[src/rtl/mem_arb_pkg.sv]
// Shared types and limits for the memory port arbiter.
package mem_arb_pkg;

    typedef enum logic {
        IDLE = 1'b0,
        WAIT = 1'b1
    } state_t;

    typedef enum logic {
        OWN_IF = 1'b0,
        OWN_D  = 1'b1
    } owner_t;

    localparam int unsigned MAX_LAT    = 7;
    localparam int unsigned MAX_STARVE = 15;
    localparam int unsigned LAT_W      = 3;
    localparam int unsigned STARVE_W   = 4;

endpackage

[src/rtl/mem_port_arbiter_lat_counter.sv]
// Loadable 3-bit down-counter that tracks the remaining memory latency.
module lat_counter
    import mem_arb_pkg::*;
(
    input  logic             clk,
    input  logic             reset,
    input  logic             load,
    input  logic [LAT_W-1:0] load_val,
    output logic             done
);

    logic [LAT_W-1:0] count_q;

    // Load has priority; otherwise count down and park at zero.
    always_ff @(posedge clk or posedge reset) begin
        if (reset) begin
            count_q <= '0;
        end else if (load) begin
            count_q <= load_val;
        end else if (count_q != '0) begin
            count_q <= count_q - LAT_W'(1);
        end
    end

    assign done = (count_q == '0);

endmodule

[src/rtl/mem_port_arbiter.sv]
// Two-requester arbiter/sequencer for the shared fixed-latency memory port.
// Grants happen combinationally in IDLE; the response returns MEM_LAT cycles later.
module mem_port_arbiter
    import mem_arb_pkg::*;
#(
    parameter int unsigned ADDR_W     = 32,
    parameter int unsigned DATA_W     = 32,
    parameter int unsigned MEM_LAT    = 2,
    parameter int unsigned STARVE_MAX = 4
) (
    input  logic              clk,
    input  logic              reset,
    input  logic              if_req,
    input  logic [ADDR_W-1:0] if_addr,
    output logic              if_gnt,
    output logic              if_rvalid,
    output logic [DATA_W-1:0] if_rdata,
    input  logic              d_req,
    input  logic              d_we,
    input  logic [ADDR_W-1:0] d_addr,
    input  logic [DATA_W-1:0] d_wdata,
    output logic              d_gnt,
    output logic              d_rvalid,
    output logic [DATA_W-1:0] d_rdata,
    output logic              mem_en,
    output logic              mem_we,
    output logic [ADDR_W-1:0] mem_addr,
    output logic [DATA_W-1:0] mem_wdata,
    input  logic [DATA_W-1:0] mem_rdata,
    output logic              busy
);

    localparam logic [LAT_W-1:0]    LAT_LOAD  = LAT_W'(MEM_LAT - 1);
    localparam logic [STARVE_W-1:0] STARVE_LIM = STARVE_W'(STARVE_MAX);
    localparam logic [STARVE_W-1:0] STARVE_SAT = STARVE_W'(MAX_STARVE);

    state_t              state_q, state_d;
    owner_t              owner_q, owner_d;
    logic                we_q, we_d;
    logic [STARVE_W-1:0] starve_q, starve_d;
    logic                lat_load;
    logic                lat_done;
    logic                take_d;
    logic                take_if;

    lat_counter u_lat (
        .clk      (clk),
        .reset    (reset),
        .load     (lat_load),
        .load_val (LAT_LOAD),
        .done     (lat_done)
    );

    // Data wins unless fetch has already waited through STARVE_MAX data grants.
    assign take_d  = d_req && (!if_req || (starve_q < STARVE_LIM));
    assign take_if = if_req && !take_d;

    // State, ownership and starvation registers.
    always_ff @(posedge clk or posedge reset) begin
        if (reset) begin
            state_q  <= IDLE;
            owner_q  <= OWN_IF;
            we_q     <= 1'b0;
            starve_q <= '0;
        end else begin
            state_q  <= state_d;
            owner_q  <= owner_d;
            we_q     <= we_d;
            starve_q <= starve_d;
        end
    end

    // Next-state, grant selection and output muxing; everything forced low in reset.
    always_comb begin
        state_d   = state_q;
        owner_d   = owner_q;
        we_d      = we_q;
        starve_d  = starve_q;
        lat_load  = 1'b0;
        if_gnt    = 1'b0;
        if_rvalid = 1'b0;
        if_rdata  = '0;
        d_gnt     = 1'b0;
        d_rvalid  = 1'b0;
        d_rdata   = '0;
        mem_en    = 1'b0;
        mem_we    = 1'b0;
        mem_addr  = '0;
        mem_wdata = '0;
        busy      = 1'b0;

        case (state_q)
            IDLE: begin
                if (take_d) begin
                    d_gnt     = 1'b1;
                    mem_en    = 1'b1;
                    mem_we    = d_we;
                    mem_addr  = d_addr;
                    mem_wdata = d_wdata;
                    owner_d   = OWN_D;
                    we_d      = d_we;
                    lat_load  = 1'b1;
                    state_d   = WAIT;
                    if (if_req) begin
                        starve_d = (starve_q == STARVE_SAT) ? starve_q
                                                            : starve_q + STARVE_W'(1);
                    end else begin
                        starve_d = '0;
                    end
                end else if (take_if) begin
                    if_gnt   = 1'b1;
                    mem_en   = 1'b1;
                    mem_addr = if_addr;
                    owner_d  = OWN_IF;
                    we_d     = 1'b0;
                    lat_load = 1'b1;
                    state_d  = WAIT;
                    starve_d = '0;
                end
            end
            WAIT: begin
                busy = 1'b1;
                if (lat_done) begin
                    state_d = IDLE;
                    if (owner_q == OWN_D) begin
                        d_rvalid = 1'b1;
                        d_rdata  = we_q ? '0 : mem_rdata;
                    end else begin
                        if_rvalid = 1'b1;
                        if_rdata  = mem_rdata;
                    end
                end
            end
        endcase

        if (reset) begin
            lat_load  = 1'b0;
            if_gnt    = 1'b0;
            if_rvalid = 1'b0;
            if_rdata  = '0;
            d_gnt     = 1'b0;
            d_rvalid  = 1'b0;
            d_rdata   = '0;
            mem_en    = 1'b0;
            mem_we    = 1'b0;
            mem_addr  = '0;
            mem_wdata = '0;
            busy      = 1'b0;
        end
    end

endmodule

[config.mk]
export PLATFORM = sky130hd
export DESIGN_NAME = mem_port_arbiter
export DESIGN_NICKNAME = d
export VERILOG_FILES = /design/src/rtl/mem_arb_pkg.sv /design/src/rtl/mem_port_arbiter_lat_counter.sv /design/src/rtl/mem_port_arbiter.sv
export SDC_FILE = /design/constraint.sdc
export NUM_CORES = 1
export LEC_CHECK = 0
export CELL_PAD_IN_SITES_DETAIL_PLACEMENT = 2
export CELL_PAD_IN_SITES_GLOBAL_PLACEMENT = 2
export CORE_MARGIN = 2
export CORE_UTILIZATION = 10
export CTS_CLUSTER_DIAMETER = 30
export CTS_CLUSTER_SIZE = 12
export DETAILED_ROUTE_END_ITERATION = 10
export PLACE_DENSITY_LB_ADDON = 0.3
export SLEW_MARGIN = 10
export SYNTH_ARGS = -nofsm -noshare
export SYNTH_HDL_FRONTEND = slang
export SYNTH_SLANG_ARGS = --single-unit
[constraint.sdc]
create_clock -name clk -period 2.45 [get_ports clk]
set_clock_uncertainty 0.1 [all_clocks]
set_input_delay 0.49 -clock clk [delete_from_list [all_inputs] [get_ports clk]]
set_output_delay 0.49 -clock clk [all_outputs]
set_load 0.01 [all_outputs]
==> metrics, run 1 <==
drt initial violations=35; share of layout cells above drive strength 1=44.49%; final-stage net count=646; Pwr per Cell Area=449.3 nW/µm²; failing checks=setup timing; M3 GR Usage=3.451%; final hold slack=0.3141 ns; Final WS setup=-0.05159 ns; Ant. Diodes=0; antenna violations before repair=0; P_leak=2.399 nW; pins over their slew limit=0; final period utilization=102.1%; Pint=1.396 mW; Die Y=128.5 µm; met1 GRT Util=15.23%; Final min period=2.502 ns; GRT Max-Usage Layer=met2; io pins=268; first-pass GRT wire length=18,150 µm; Ys Warns=0; Critical Path RT=1.86 ns; Antenna Violating Nets Remaining=0; CTS tree=built; WL final=12,540 µm; reg2reg setup slack=0.86 ns; Clock Pin Slew Worst Setup and Hold Paths=0.04 ns; CP endpoint kind=primary output; status=complete, but fails checks; Final Power=2.190 mW; worst hold path type=input pin to asynchronous set/reset pin; vias in the first global route=3,151; drt first pass iters=4; # setup viols final=2; post-DP HPWL=9223 µm; CORE AREA=15,150 µm²; Root Buffer Master=clkbuf_16; sw power=794.2 µW; H-tree depth=1; Vias=2,775; # port buffers=267; RSZ-0062 raised after global routing=true; critical path launch point type=flip-flop; grt ovf=0; Rows=45; CTS Buf Count=3; sequential area share after synthesis=16.16%; area grow syn2layout=214.7%; fmax=399.7 MHz; Via density=3.987; synthesized instance count=200; Clock power frac=13.4%; number of max-cap violations=0; Synth Register Bits=10; routability cong.=0.7397; actual slew at the worst max-slew pin=0.2563 ns; largest net degree at the start of global routing=17; Mapped Avg Cell Area=7.745 µm²; Final Hold Viols=0; Clk Latency, worst-skew pair=0.24 ns; combinational share of power=72.5%; WL per Instance=18.02 µm; kind of critical path=flip-flop to primary output; clock sinks=10; Initial Util=10.23%; Cell Area, Synth=1549 µm²; filler instances=1,713; Net Sw Frac=36.26%; syn_nets=336; Die Area=16,500 µm²; share of power burned in registers=14.1%; Crit path arrival time=1.91 ns; Synth cell types=28; Die W=128.5 µm; DRC Markers=0; M2 GR Usage=28.66%; clock tree buffer depth=2; CP Max Fanout=8; Worst VDD drop=257.9 µV; Tot GR Track Use=14.19%; Rel. slew slack=82.90%
-- layout make-up --
type / count / area [µm²] / share of cell area (%)
Timing Repair Buffer: 322 / 3004 / 61.63
Multi-Input combinational cell: 168 / 1290 / 26.46
Sequential cell: 10 / 251.5 / 5.159
Tap cell: 188 / 235.2 / 4.825
Clock buffer: 3 / 75.07 / 1.540
Inverter: 5 / 18.77 / 0.3850
-- power groups by stage --
| stage | registers, mW | logic (mW) | clock network (mW) |
|---|---|---|---|
| CTS | 0.307 | 1.50 | 0.294 |
| global placement | 0.295 | 1.33 | 0 |
| floorplan | 0.284 | 0.546 | 0 |
| global route | 0.321 | 1.73 | 0.306 |
| detailed placement | 0.304 | 1.37 | 0 |
| finish | 0.309 | 1.59 | 0.293 |
-- synthesized netlist by cell type (all sizes together) --
cell type / count / area, µm²
nor2b: 2 / 15.02
nand3: 1 / 5.000
buf: 9 / 63.81
inv: 5 / 18.77
clkbuf: 8 / 38.78
a22o: 32 / 280.3
nand2: 4 / 15.01
o21ai: 3 / 15.01
ha: 3 / 37.54
and2: 98 / 613.1
nor3b: 2 / 31.28
o31ai: 1 / 7.510
o21bai: 1 / 7.510
nand2b: 2 / 22.52
dfrtp: 10 / 250.2
a32o: 2 / 20.02
and3: 1 / 11.26
nor2: 8 / 30.03
xor2: 1 / 8.760
a21oi: 4 / 20.02
nor3: 3 / 37.53
-- placed cells by master (no fill, tap or decap), types with 2 or more instances in the layout --
master | synthesis | routed
a32o_1 | 2 | 2
nand2_1 | 4 | 3
nor3_4 | 2 | 2
nand2b_4 | 1 | 2
clkdlybuf4s15_2 | 0 | 5
a21oi_1 | 4 | 4
nor3b_4 | 1 | 2
buf_6 | 3 | 37
clkbuf_2 | 7 | 23
o21ai_0 | 2 | 2
clkbuf_16 | 0 | 5
dlygate4sd2_1 | 0 | 7
and2_1 | 98 | 71
a22o_1 | 32 | 31
buf_4 | 0 | 27
nor2_1 | 8 | 8
buf_12 | 0 | 9
buf_16 | 0 | 8
clkdlybuf4s50_1 | 0 | 131
inv_1 | 5 | 5
clkdlybuf4s15_1 | 0 | 3
and2_4 | 0 | 27
dfrtp_1 | 10 | 9
buf_2 | 6 | 69
-- worst paths after layout --
kind | startpoint | cells after the start | to
setup / recovery | u_lat.count_q[0] | 10 | if_rdata[13]
min in group clk | starve_q[0] | 1 | starve_q[0]
setup reg to reg | u_lat.count_q[1] | 8 | u_lat.count_q[0]
hold reg to reg | starve_q[0] | 1 | starve_q[0]
hold / removal | reset | 4 | owner_q
max in group asynchronous | reset | 4 | state_q
-- kinds of logic after synthesis --
kind of cell	after synthesis	synth area share, %
XOR/XNOR	1	0.5655
adder cells (fa/ha/maj)	3	2.424
flip-flops	10	16.16
AND/OR/NAND/NOR	121	50.40
buffers and inverters	22	7.835
AO/OA/AOI/OAI	43	22.62
-- critical path: stages (launching register included) --
cell and delay, ns:
dfrtp_1 0.37, inv_1 0.07, ha_2 0.18, ha_4 0.14, buf_6 0.08, nor3b_4 0.21, buf_6 0.17, buf_16 0.12
buf_6 0.09, and2_4 0.13, buf_6 0.09
-- stage by stage --
stage	setup TNS (ns)	setup slack [ns]	std cells	cell area, µm²	util (%)
finish	-0.1028	-0.05159	696	4875	32.19
global route	-2.435	-0.1398	696	4875	32.19
CTS	-0.4527	-0.08250	694	4721	31.17
detailed placement	-61.70	-0.5658	663	4617	30.48
global placement	-57.11	-0.5368	663	4617	30.48
floorplan	0	0.3493	200	1549	-
-- routing by layer --
layer	wire length, µm	vias up
met3	1138	6
met1	4488	1285
met2	6831	190
met4	82	0
met5	0	-
li1	-	1294
-- sequential cells by signal (all words and copies together), names as in the netlist --
register / flops
starve_q: 4
u_lat.count_q: 3
owner_q: 1
state_q: 1
we_q: 1
-- timing repair --
item / CTS / global route
gates resized for setup: 475 / 102
endpoints found under the setup margin: 135 / 129
gates cloned: 9 / 2
hold buffers: 0 / 0
pin swaps: 9 / 25
setup buffers: 19 / 4
(Power assumes the default switching activity.)
==> run 2: changes to the inputs <==
- CTS_CLUSTER_SIZE: 12 -> 40
==> results of run 2 <==
The final DEF is identical to that of run 1; final timing and power are the same.
==> run 3: changes to the inputs <==
- CTS_BUF_LIST: default -> sky130_fd_sc_hd__clkbuf_8 sky130_fd_sc_hd__clkbuf_16
==> results of run 3 <==
The final DEF is identical to that of run 1; final timing and power are the same.
